$ cat config.mk
export PLATFORM = sky130hd
export DESIGN_NAME = writeback_regfile
export DESIGN_NICKNAME = d
export VERILOG_FILES = /design/src/rtl/writeback_regfile.sv
export SDC_FILE = /design/constraint.sdc
export NUM_CORES = 2
export LEC_CHECK = 0
export CAP_MARGIN = 15
export CELL_PAD_IN_SITES_DETAIL_PLACEMENT = 1
export CELL_PAD_IN_SITES_GLOBAL_PLACEMENT = 1
export CORE_MARGIN = 5
export CORE_UTILIZATION = 43
export CTS_BUF_LIST = sky130_fd_sc_hd__clkbuf_16
export CTS_CLUSTER_SIZE = 8
export DETAILED_ROUTE_END_ITERATION = 12
export GPL_TIMING_DRIVEN = 0
export PLACE_DENSITY_LB_ADDON = 0.1
export SLEW_MARGIN = 0
export SYNTH_ARGS = -nofsm -noshare
export SYNTH_HDL_FRONTEND = slang
export SYNTH_SLANG_ARGS = --single-unit
$ cat constraint.sdc
create_clock -name clk -period 3.3 [get_ports clk]
set_input_delay 0.66 -clock clk [delete_from_list [all_inputs] [get_ports clk]]
set_output_delay 0.66 -clock clk [all_outputs]
set_load 0.02 [all_outputs]
$ cat src/rtl/writeback_regfile.sv
// Writeback stage and architectural register file.
// Takes execute results through a valid/ready handshake into a one-entry
// latch and commits the latch into a 16x64 GPR file. Keeps a per-register
// pending-write scoreboard for decode, and serves two read ports that
// bypass from the latch.
module writeback_regfile #(
   parameter int unsigned NUM_REGS  = 16,
   parameter logic [63:0] RSP_RESET = 64'h0000_0000_0000_F000,
   parameter int unsigned SB_MAX    = 3
) (
   input  logic                clk,
   input  logic                reset,
   input  logic                ex_valid,
   output logic                ex_ready,
   input  logic                ex_write_en,
   input  logic [3:0]          ex_dest_reg,
   input  logic [63:0]         ex_alu_result,
   input  logic                ex_dest_reg_special_valid,
   input  logic [3:0]          ex_dest_reg_special,
   input  logic [63:0]         ex_alu_result_special,
   input  logic                wb_stall,
   input  logic                iss_valid,
   output logic                iss_ready,
   input  logic                iss_write_en,
   input  logic [3:0]          iss_dest_reg,
   input  logic                iss_dest_special_valid,
   input  logic [3:0]          iss_dest_special,
   output logic [NUM_REGS-1:0] reg_busy,
   input  logic [3:0]          rd_addr1,
   input  logic [3:0]          rd_addr2,
   output logic [63:0]         rd_data1,
   output logic [63:0]         rd_data2,
   output logic                sb_error
);

   localparam int         NR      = NUM_REGS;
   localparam logic [1:0] SB_FULL = 2'(SB_MAX);

   // One pending writeback: primary result plus optional secondary result.
   typedef struct packed {
      logic        write_en;
      logic [3:0]  dest;
      logic [63:0] result;
      logic        spec_valid;
      logic [3:0]  spec_dest;
      logic [63:0] spec_result;
   } wb_entry_t;

   logic          latch_valid_q, latch_valid_d;
   wb_entry_t     latch_q, latch_d;
   logic [63:0]   regs_q [NR];
   logic [63:0]   regs_d [NR];
   logic [1:0]    cnt_q  [NR];
   logic [1:0]    cnt_d  [NR];
   logic          sb_error_q, sb_error_d;

   logic          commit;
   logic          accept;
   logic          issue;
   logic          iss_full;
   logic [NR-1:0] inc;
   logic [NR-1:0] dec;

   // Handshake conditions; both readies are held low while reset is asserted.
   always_comb begin
      commit   = latch_valid_q && !wb_stall;
      ex_ready = reset && (!latch_valid_q || !wb_stall);
      accept   = ex_valid && ex_ready;
      iss_full = (iss_write_en && (cnt_q[iss_dest_reg] == SB_FULL)) ||
                 (iss_dest_special_valid && (cnt_q[iss_dest_special] == SB_FULL));
      iss_ready = reset && !iss_full;
      issue    = iss_valid && iss_ready;
   end

   // Per-register increment (issue) and decrement (commit) requests; a
   // register named twice in one event is only counted once.
   always_comb begin
      // NOTE: every signal gets a default before the conditional updates so
      // that no path leaves it unassigned, which would infer a latch.
      inc = '0;
      dec = '0;
      if (issue) begin
         if (iss_write_en)           inc[iss_dest_reg]     = 1'b1;
         if (iss_dest_special_valid) inc[iss_dest_special] = 1'b1;
      end
      if (commit) begin
         if (latch_q.write_en)   dec[latch_q.dest]      = 1'b1;
         if (latch_q.spec_valid) dec[latch_q.spec_dest] = 1'b1;
      end
   end

   // Next state of the latch, register file, scoreboard and error flag.
   always_comb begin
      latch_valid_d = latch_valid_q;
      latch_d       = latch_q;
      regs_d        = regs_q;
      cnt_d         = cnt_q;
      sb_error_d    = sb_error_q;

      if (commit) begin
         latch_valid_d = 1'b0;
         // Secondary first so the primary value wins on a shared destination.
         if (latch_q.spec_valid) regs_d[latch_q.spec_dest] = latch_q.spec_result;
         if (latch_q.write_en)   regs_d[latch_q.dest]      = latch_q.result;
         if (latch_q.write_en && latch_q.spec_valid && (latch_q.dest == latch_q.spec_dest))
            sb_error_d = 1'b1;
      end

      // An accept on the commit edge refills the latch with no bubble.
      if (accept) begin
         latch_valid_d       = 1'b1;
         latch_d.write_en    = ex_write_en;
         latch_d.dest        = ex_dest_reg;
         latch_d.result      = ex_alu_result;
         latch_d.spec_valid  = ex_dest_reg_special_valid;
         latch_d.spec_dest   = ex_dest_reg_special;
         latch_d.spec_result = ex_alu_result_special;
      end

      for (int i = 0; i < NR; i++) begin
         if (dec[i] && (cnt_q[i] == 2'd0)) sb_error_d = 1'b1;
         if (inc[i] && !dec[i]) begin
            cnt_d[i] = cnt_q[i] + 2'd1;
         end else if (dec[i] && !inc[i] && (cnt_q[i] != 2'd0)) begin
            cnt_d[i] = cnt_q[i] - 2'd1;
         end
      end
   end

   // State registers with synchronous active-low reset.
   always_ff @(posedge clk) begin
      // NOTE: sequential state uses non-blocking assignments so every flop
      // samples its pre-edge inputs regardless of statement order.
      if (!reset) begin
         latch_valid_q <= 1'b0;
         latch_q       <= '0;
         sb_error_q    <= 1'b0;
         for (int i = 0; i < NR; i++) begin
            // NOTE: the register file is built from flops and reset on purpose,
            // because RSP must come up holding a non-zero stack pointer.
            regs_q[i] <= (i == 4) ? RSP_RESET : 64'd0;
            cnt_q[i]  <= 2'd0;
         end
      end else begin
         latch_valid_q <= latch_valid_d;
         latch_q       <= latch_d;
         sb_error_q    <= sb_error_d;
         regs_q        <= regs_d;
         cnt_q         <= cnt_d;
      end
   end

   // Read ports: latch primary beats latch secondary beats register file.
   always_comb begin
      rd_data1 = regs_q[rd_addr1];
      if (latch_valid_q && latch_q.spec_valid && (latch_q.spec_dest == rd_addr1))
         rd_data1 = latch_q.spec_result;
      if (latch_valid_q && latch_q.write_en && (latch_q.dest == rd_addr1))
         rd_data1 = latch_q.result;

      rd_data2 = regs_q[rd_addr2];
      if (latch_valid_q && latch_q.spec_valid && (latch_q.spec_dest == rd_addr2))
         rd_data2 = latch_q.spec_result;
      if (latch_valid_q && latch_q.write_en && (latch_q.dest == rd_addr2))
         rd_data2 = latch_q.result;
   end

   // Scoreboard busy vector and sticky error output.
   always_comb begin
      for (int i = 0; i < NR; i++) reg_busy[i] = (cnt_q[i] != 2'd0);
      sb_error = sb_error_q;
   end

endmodule

== Word level (Yosys, flattened, before mapping) ==
Index checks and enable logic that the tools add are counted.

* Reductions and logical operators: 174
* Bitwise gates (word level): 8
* Equality and inequality tests: 7
* Mux-type cells: 93
* Magnitude comparators: 16
* Add/subtract/negate cells: 32

{| class="wikitable"
|+ Operators by type and width
! operator !! number
|-
| 1024-bit 2-to-1 mux || 3
|-
| 1024-bit bitwise mux || 2
|-
| 64-bit 2-to-1 mux || 10
|-
| 64-bit binary-select mux with 4-bit select || 2
|-
| 64-bit demux with 4-bit select || 2
|-
| 16-bit 2-to-1 mux || 8
|-
| 1-bit logical AND || 85
|-
| 2-bit 2-to-1 mux || 36
|-
| 2-bit nonzero test || 33
|-
| 1-bit zero test || 35
|-
| 17-bit nonzero test || 2
|-
| 2-bit by 1-bit adder with 2-bit output, second input constant || 16
|-
| 2-bit zero test || 16
|-
| 16-bit OR || 2
|-
| 2-bit by 1-bit subtractor with 2-bit output, second input constant || 16
|-
| 5-bit greater-or-equal comparator, second input constant || 6
|-
| 4-bit inverter with 5-bit output || 6
|-
| 1-bit 2-to-1 mux || 24
|-
| 4-bit == test || 5
|-
| 4-bit by 5-bit < comparator with 1-bit output, second input constant || 4
|-
| 2-bit binary-select mux with 4-bit select || 2
|-
| 1-bit demux with 4-bit select || 4
|-
| 4-bit by 1-bit greater-or-equal comparator with 1-bit output, second input constant || 4
|-
| 5-bit by 1-bit < comparator with 1-bit output, second input constant || 2
|-
| other kinds (3) || 5
|}

* Register bits after elaboration: 1196
* Output and inout bits: 147
* Logic and storage cells: 370

== Longest topological paths before layout ==
* Depth after elaboration: 26
* Depth in mapped cells: 10
* Gate-level depth less buffers: 7

== Worst setup path after synthesis ==
OpenSTA, ideal clock, no wires.

* Path kind: in2out
* Start: input rd_addr1[0]
* End: output rd_data1[10]
* Data arrival time: 2.618 ns
* Buffers on the path: 2
* Data required time: 2.640 ns
* Stages: 6
* Path slack: 0.022 ns
* Path through: buf_2 buf_1 mux4_2 mux4_2 mux2i_1 a21oi_1

* Longest elaborated chain between the ends: 6
* Elaborated cells between the ends (all ways): 10
* Classes of those cells: eq/ne (2); mux (5); bitwise (1); reduce/logical (2)

{| class="wikitable"
|+ RTL lines
! what !! RTL line !! RTL
|-
| from (decl) || 29 || <nowiki>input logic [3:0] rd_addr1,</nowiki>
|-
| 4-bit inverter with 5-bit output (implied by the code) || 155 || <nowiki>rd_data1 = regs_q[rd_addr1];</nowiki>
|-
| 64-bit binary-select mux with 4-bit select || 155 ||
|-
| 64-bit 2-to-1 mux (implied by the code) (2 in a row) || 155 ||
|-
| 64-bit 2-to-1 mux || 156 || <nowiki>if (latch_valid_q && latch_q.spec_valid && (latch_q.spec_dest == rd_addr1))</nowiki>
|-
| 64-bit 2-to-1 mux (*) || 158 || <nowiki>if (latch_valid_q && latch_q.write_en && (latch_q.dest == rd_addr1))</nowiki>
|-
| to (decl) || 31 || <nowiki>output logic [63:0] rd_data1,</nowiki>
|}

Mark *: on every way between the ends. The rest lies on a longest branch, timed or not. The select of a mux whose other input is x is not followed.

== Worst setup path in the final report ==
* Start: register latch_q[66] (netlist bit)
* End: output rd_data1[14]

* Longest elaborated chain between the ends: 4

{| class="wikitable"
|+ RTL lines
! what !! RTL line !! RTL
|-
| from (decl) || 50 || <nowiki>wb_entry_t latch_q, latch_d;</nowiki>
|-
| from (signal assigned) || 146 || <nowiki>latch_q <= latch_d;</nowiki>
|-
| 4-bit == test || 156 ||
|-
| 1-bit logical AND || 156 ||
|-
| 64-bit 2-to-1 mux || 156 ||
|-
| 64-bit 2-to-1 mux || 158 ||
|}

No other way between the ends.

==> results list <==
- Result of the run: finished, violations left
- The checks that failed: setup timing.
- Clock Latency Late Sink: 0.87 ns
* Capturing element type of the critical path: primary output
- Horiz. Die Dim: 410.5 µm
- Arrival time at the worst endpoint: 3.17 ns
- Beginning of the worst hold path: ex_alu_result_special[6]
- Summed over all nets, the half-perimeter wirelength after detailed placement is 323500 µm.
* # fillers: 18310
- Synthesis produced a netlist with a net count of 8025.
- Total global-route track usage: 50.03%
- Starting Density: 43.10%
- In the routed design, unresolved DRC markers number 0.
* Initial antenna violation count: 52
* Pwr/cell area: 431.2 nW/µm²
* Total die area: 168500 µm²
* CP max stage delay: 0.35 ns
* Standard cell with the maximum stage delay on the critical path: sky130_fd_sc_hd__dfxtp_4
- Fraction of power spent switching nets: 30.42%
- Worst voltage drop across the vdd grid: 580.0 µV
- Combinational logic is responsible for 13.7% of the overall power.
- Per report_power, the clock group accounts for 45.6% of the total.
* Static leakage: 0.02982 µW
- For this run, the post-layout net count is 8642.
- Worst clock skew: 0.04246 ns
- Power, Total: 36240 µW
* Die height: 410.5 µm
- Number of buffers created by CTS: 169
* Startpoint type of the worst setup path: flop
- Setup repair after global routing could not meet its margin everywhere.
- # Max-Cap Violations: 0
- Worst hold path class: primary input to flop
- The analysis attributes to net switching a power of 11030 µW.
* Mean post-synth cell area: 8.769 µm²
* Area growth from synthesis to layout: 21.87%
- The signal on the critical path passes through buf_8 -> xor2_1 -> nor3_1 -> nand4_1 -> buf_6 -> buf_16 -> buf_16 -> buf_6 -> mux2i_1 -> a21oi_2 -> buf_6.
* Number of DRC violations after detailed-routing iteration 0: 12300
* Avg WL per Cell: 41.18 µm
- Number of enable-type register cells in the synthesized netlist: 0
* Final clock period utilization by the worst path: 116.1%
- Post-synth top cells: sky130_fd_sc_hd__nand2_1 (1429), sky130_fd_sc_hd__dfxtp_1 (1196), sky130_fd_sc_hd__nor2_1 (796)
- Area of the multi-input gates: 41350 µm²
* Hold Fails Final Rpt: 0
- Normalized max-slew margin: 8.025%
- Flip-flop and latch area: 24000 µm²
* Final worst slack: -0.5311 ns
* Area contributors post-synth: sky130_fd_sc_hd__dfxtp_1 (35%), sky130_fd_sc_hd__mux4_2 (21%), sky130_fd_sc_hd__nand2_1 (7.8%), sky130_fd_sc_hd__a311oi_1 (7.5%), sky130_fd_sc_hd__nor2_1 (4.3%)
- Input and output buffers added on the ports amount to 298.
- For this design, the sink count on the clock tree is 1196.
- Routability-driven placement finished with a final weighted congestion of 1.032.
* Setup TNS: -52.13 ns
* Most used flip-flop cell after synthesis: sky130_fd_sc_hd__dfxtp_1
- Fraction of final layout cells with drive strength greater than 1: 20.03%
* Netlist area before placement: 68960 µm²
* Terminating pin of the worst hold path: latch_q[6]
- TritonCTS clock tree: built
* Final slew viol count: 0
- CTS clock-pin slew for the worst setup and hold paths: 0.05 ns
- Register bit total from synthesis: 1196
* Cell Rows: 147
- Global-route wire length before repair: 598600 µm
* Cell seen most often among critical-path stages: sky130_fd_sc_hd__buf_6
- The number of global-route vias before repair was 76690.
- Internal Pwr Total: 25220 µW
- Worst hold slack after final layout: 0.3410 ns
- Count of hold buffers inserted by post-cts repair: 0
- Entering global routing, the biggest net connects 17 pins.
* Critical path's top delay family: buffers and inverters
- Yosys warning total: 0
- The finished layout holds 10650 standard cells, fillers aside.
- Maximum count of clock buffers along a single path: 3
- Share of synthesized registers carrying an async set or reset: 0%
- At the worst endpoint, the required time is 2.64 ns.
* Antenna-violating nets left: 0
- Counting both buffers and inverters, the worst setup path holds a total of 6.
- At the pin with the least slew margin, the transition time is 1.380 ns.
* Minimum clock period after layout: 3.831 ns
* Startpoint of the lowest-slack register-to-register path: latch_q[136]
- Type of the setup path with the least slack: flop to primary output
* Maximum fanout encountered on the critical timing path: 7
* Share of synthesized area occupied by flip-flops and latches: 34.72%
- Total instance count after detailed placement: 10280
- Fraction of post-synthesis cell area in the top cell type by area: 34.72%
- The biggest area contributor in the post-synthesis netlist is sky130_fd_sc_hd__dfxtp_1.
- Worst Reg2Reg Path Length in Cells: 9
- Among all cell types in the netlist, the one instantiated most often is sky130_fd_sc_hd__nand2_1.
- R2R setup slack: -0.23 ns
- Setup violation total in the final timing report: 319
* Terminus of the critical flop-to-flop path: regs_q[118]
- Static timing analysis puts the maximum clock frequency at 261.0 MHz.
- In this run the number of H-tree levels came out at 4.
- Distinct cell type count of the synthesized netlist: 65
- The final layout contains routed wiring with a total length of 438500 µm.
- Sequential share of power: 40.7%
* Core region area: 160000 µm²
- Root buffer cell: sky130_fd_sc_hd__clkbuf_16
- Grt ovf: 0
- After technology mapping, the gate count stands at 7864.
- Along the worst hold path, the cell count comes to 3.
- Routed via count: 78880
- Dividing the detail-routed via count by the number of cells gives 7.408.
* Number of optimization iterations in the first detailed-route pass: 8
- Top-level port count: 308
[worst max-delay path by stage]
stage	start	depth (start not counted)	end
2_1_floorplan	rd_addr1[0]	6	rd_data1[10]
4_1_cts	latch_q[65]	12	rd_data1[59]
5_1_grt	latch_q[66]	11	rd_data1[22]
3_5_place_dp	rd_addr2[1]	10	rd_data2[59]
6_report	latch_q[66]	11	rd_data1[14]
3_3_place_gp	rd_addr1[0]	8	rd_data1[63]
[routing by layer]
metal  global-route usage [%]  wire length [µm]  up-vias
li1                         -                 -    30450
met1                    59.61            154200    39720
met2                    70.99            179300     6859
met3                    20.32             61930     1830
met4                    40.18             42840       26
met5                        0               259        -
[logic make-up (layout without fill, tap and decap cells)]
logic type,Yosys count,count (layout),synth area share (%)
AO/OA/AOI/OAI,2128,2128,19.84
flip-flops,1196,1196,34.72
other,0,59,0
buffers and inverters,1091,1731,6.421
XOR/XNOR,20,20,0.2540
multiplexers,791,791,23.34
AND/OR/NAND/NOR,2638,2638,15.42
[power groups by stage]
stage	clock network, µW	registers, µW	logic [µW]
4_1_cts	16300	14700	4620
3_5_place_dp	0	15000	4390
6_report	16500	14800	4960
2_1_floorplan	0	15000	2300
5_1_grt	16800	14800	5000
3_3_place_gp	0	15000	4280
[flip-flops by register name, indices dropped and copies added, names as in the netlist]
name / flops
regs_q: 1024
latch_q: 138
cnt_q: 32
latch_valid_q: 1
sb_error: 1
[final cells by class]
class / instances / area share, %
Buffer: 1062 / 7.261
Timing Repair Buffer: 468 / 6.288
Sequential cell: 1196 / 28.55
Clock inverter: 23 / 0.2888
Clock buffer: 171 / 5.091
Antenna cell: 59 / 0.1757
Inverter: 7 / 0.03126
Multi-Input combinational cell: 5577 / 49.20
Tap cell: 2086 / 3.106
[what timing repair did]
item / in CTS / in global routing
gates cloned: 13 / 2
pin swaps: 127 / 57
hold endpoints to repair: 0 / 0
endpoints found under the setup margin: 903 / 787
resized for setup: 1449 / 261
buffers inserted: 72 / 53
[tightest hold or removal path, delay by kind of cell]
kind / cells / cell delay [ns]
and+or+nand+nor: 2 / 0.10
buffers and inverters: 1 / 0.40
[cells in the final DEF (no fill, tap or decap), drive strengths merged, types with 4 or more instances in the layout]
cell / instances
a21oi: 570
nand4: 21
a22o: 6
a311oi: 587
nor4b: 8
nor2b: 11
and3: 13
nor2: 798
and2: 4
o22ai: 438
o2bb2ai: 10
o21ai: 446
inv: 20
clkinv: 10
clkdlybuf4s15: 5
nand2: 1429
dfxtp: 1196
xor2: 15
nand4b: 7
nand3b: 6
xnor2: 5
or2: 14
o211ai: 45
mux2i: 136
nand2b: 7
buf: 596
diode: 59
a22oi: 15
mux4: 652
nand3: 280
nor3: 27
clkdlybuf4s50: 163
clkbuf: 931
[metrics by stage]
| step | utilization, % | instance area, µm² | worst slack [ns] |
|---|---|---|---|
| after global routing | 52.46 | 83950 | -0.5267 |
| after CTS | 51.82 | 82920 | -0.4391 |
| after floorplan | - | 68960 | 0.02171 |
| final | 52.52 | 84040 | -0.5311 |
| after global placement | 46.59 | 74550 | -2.795 |
| after detailed placement | 47.06 | 75300 | -2.302 |
Power figures use the tool's default switching activity.
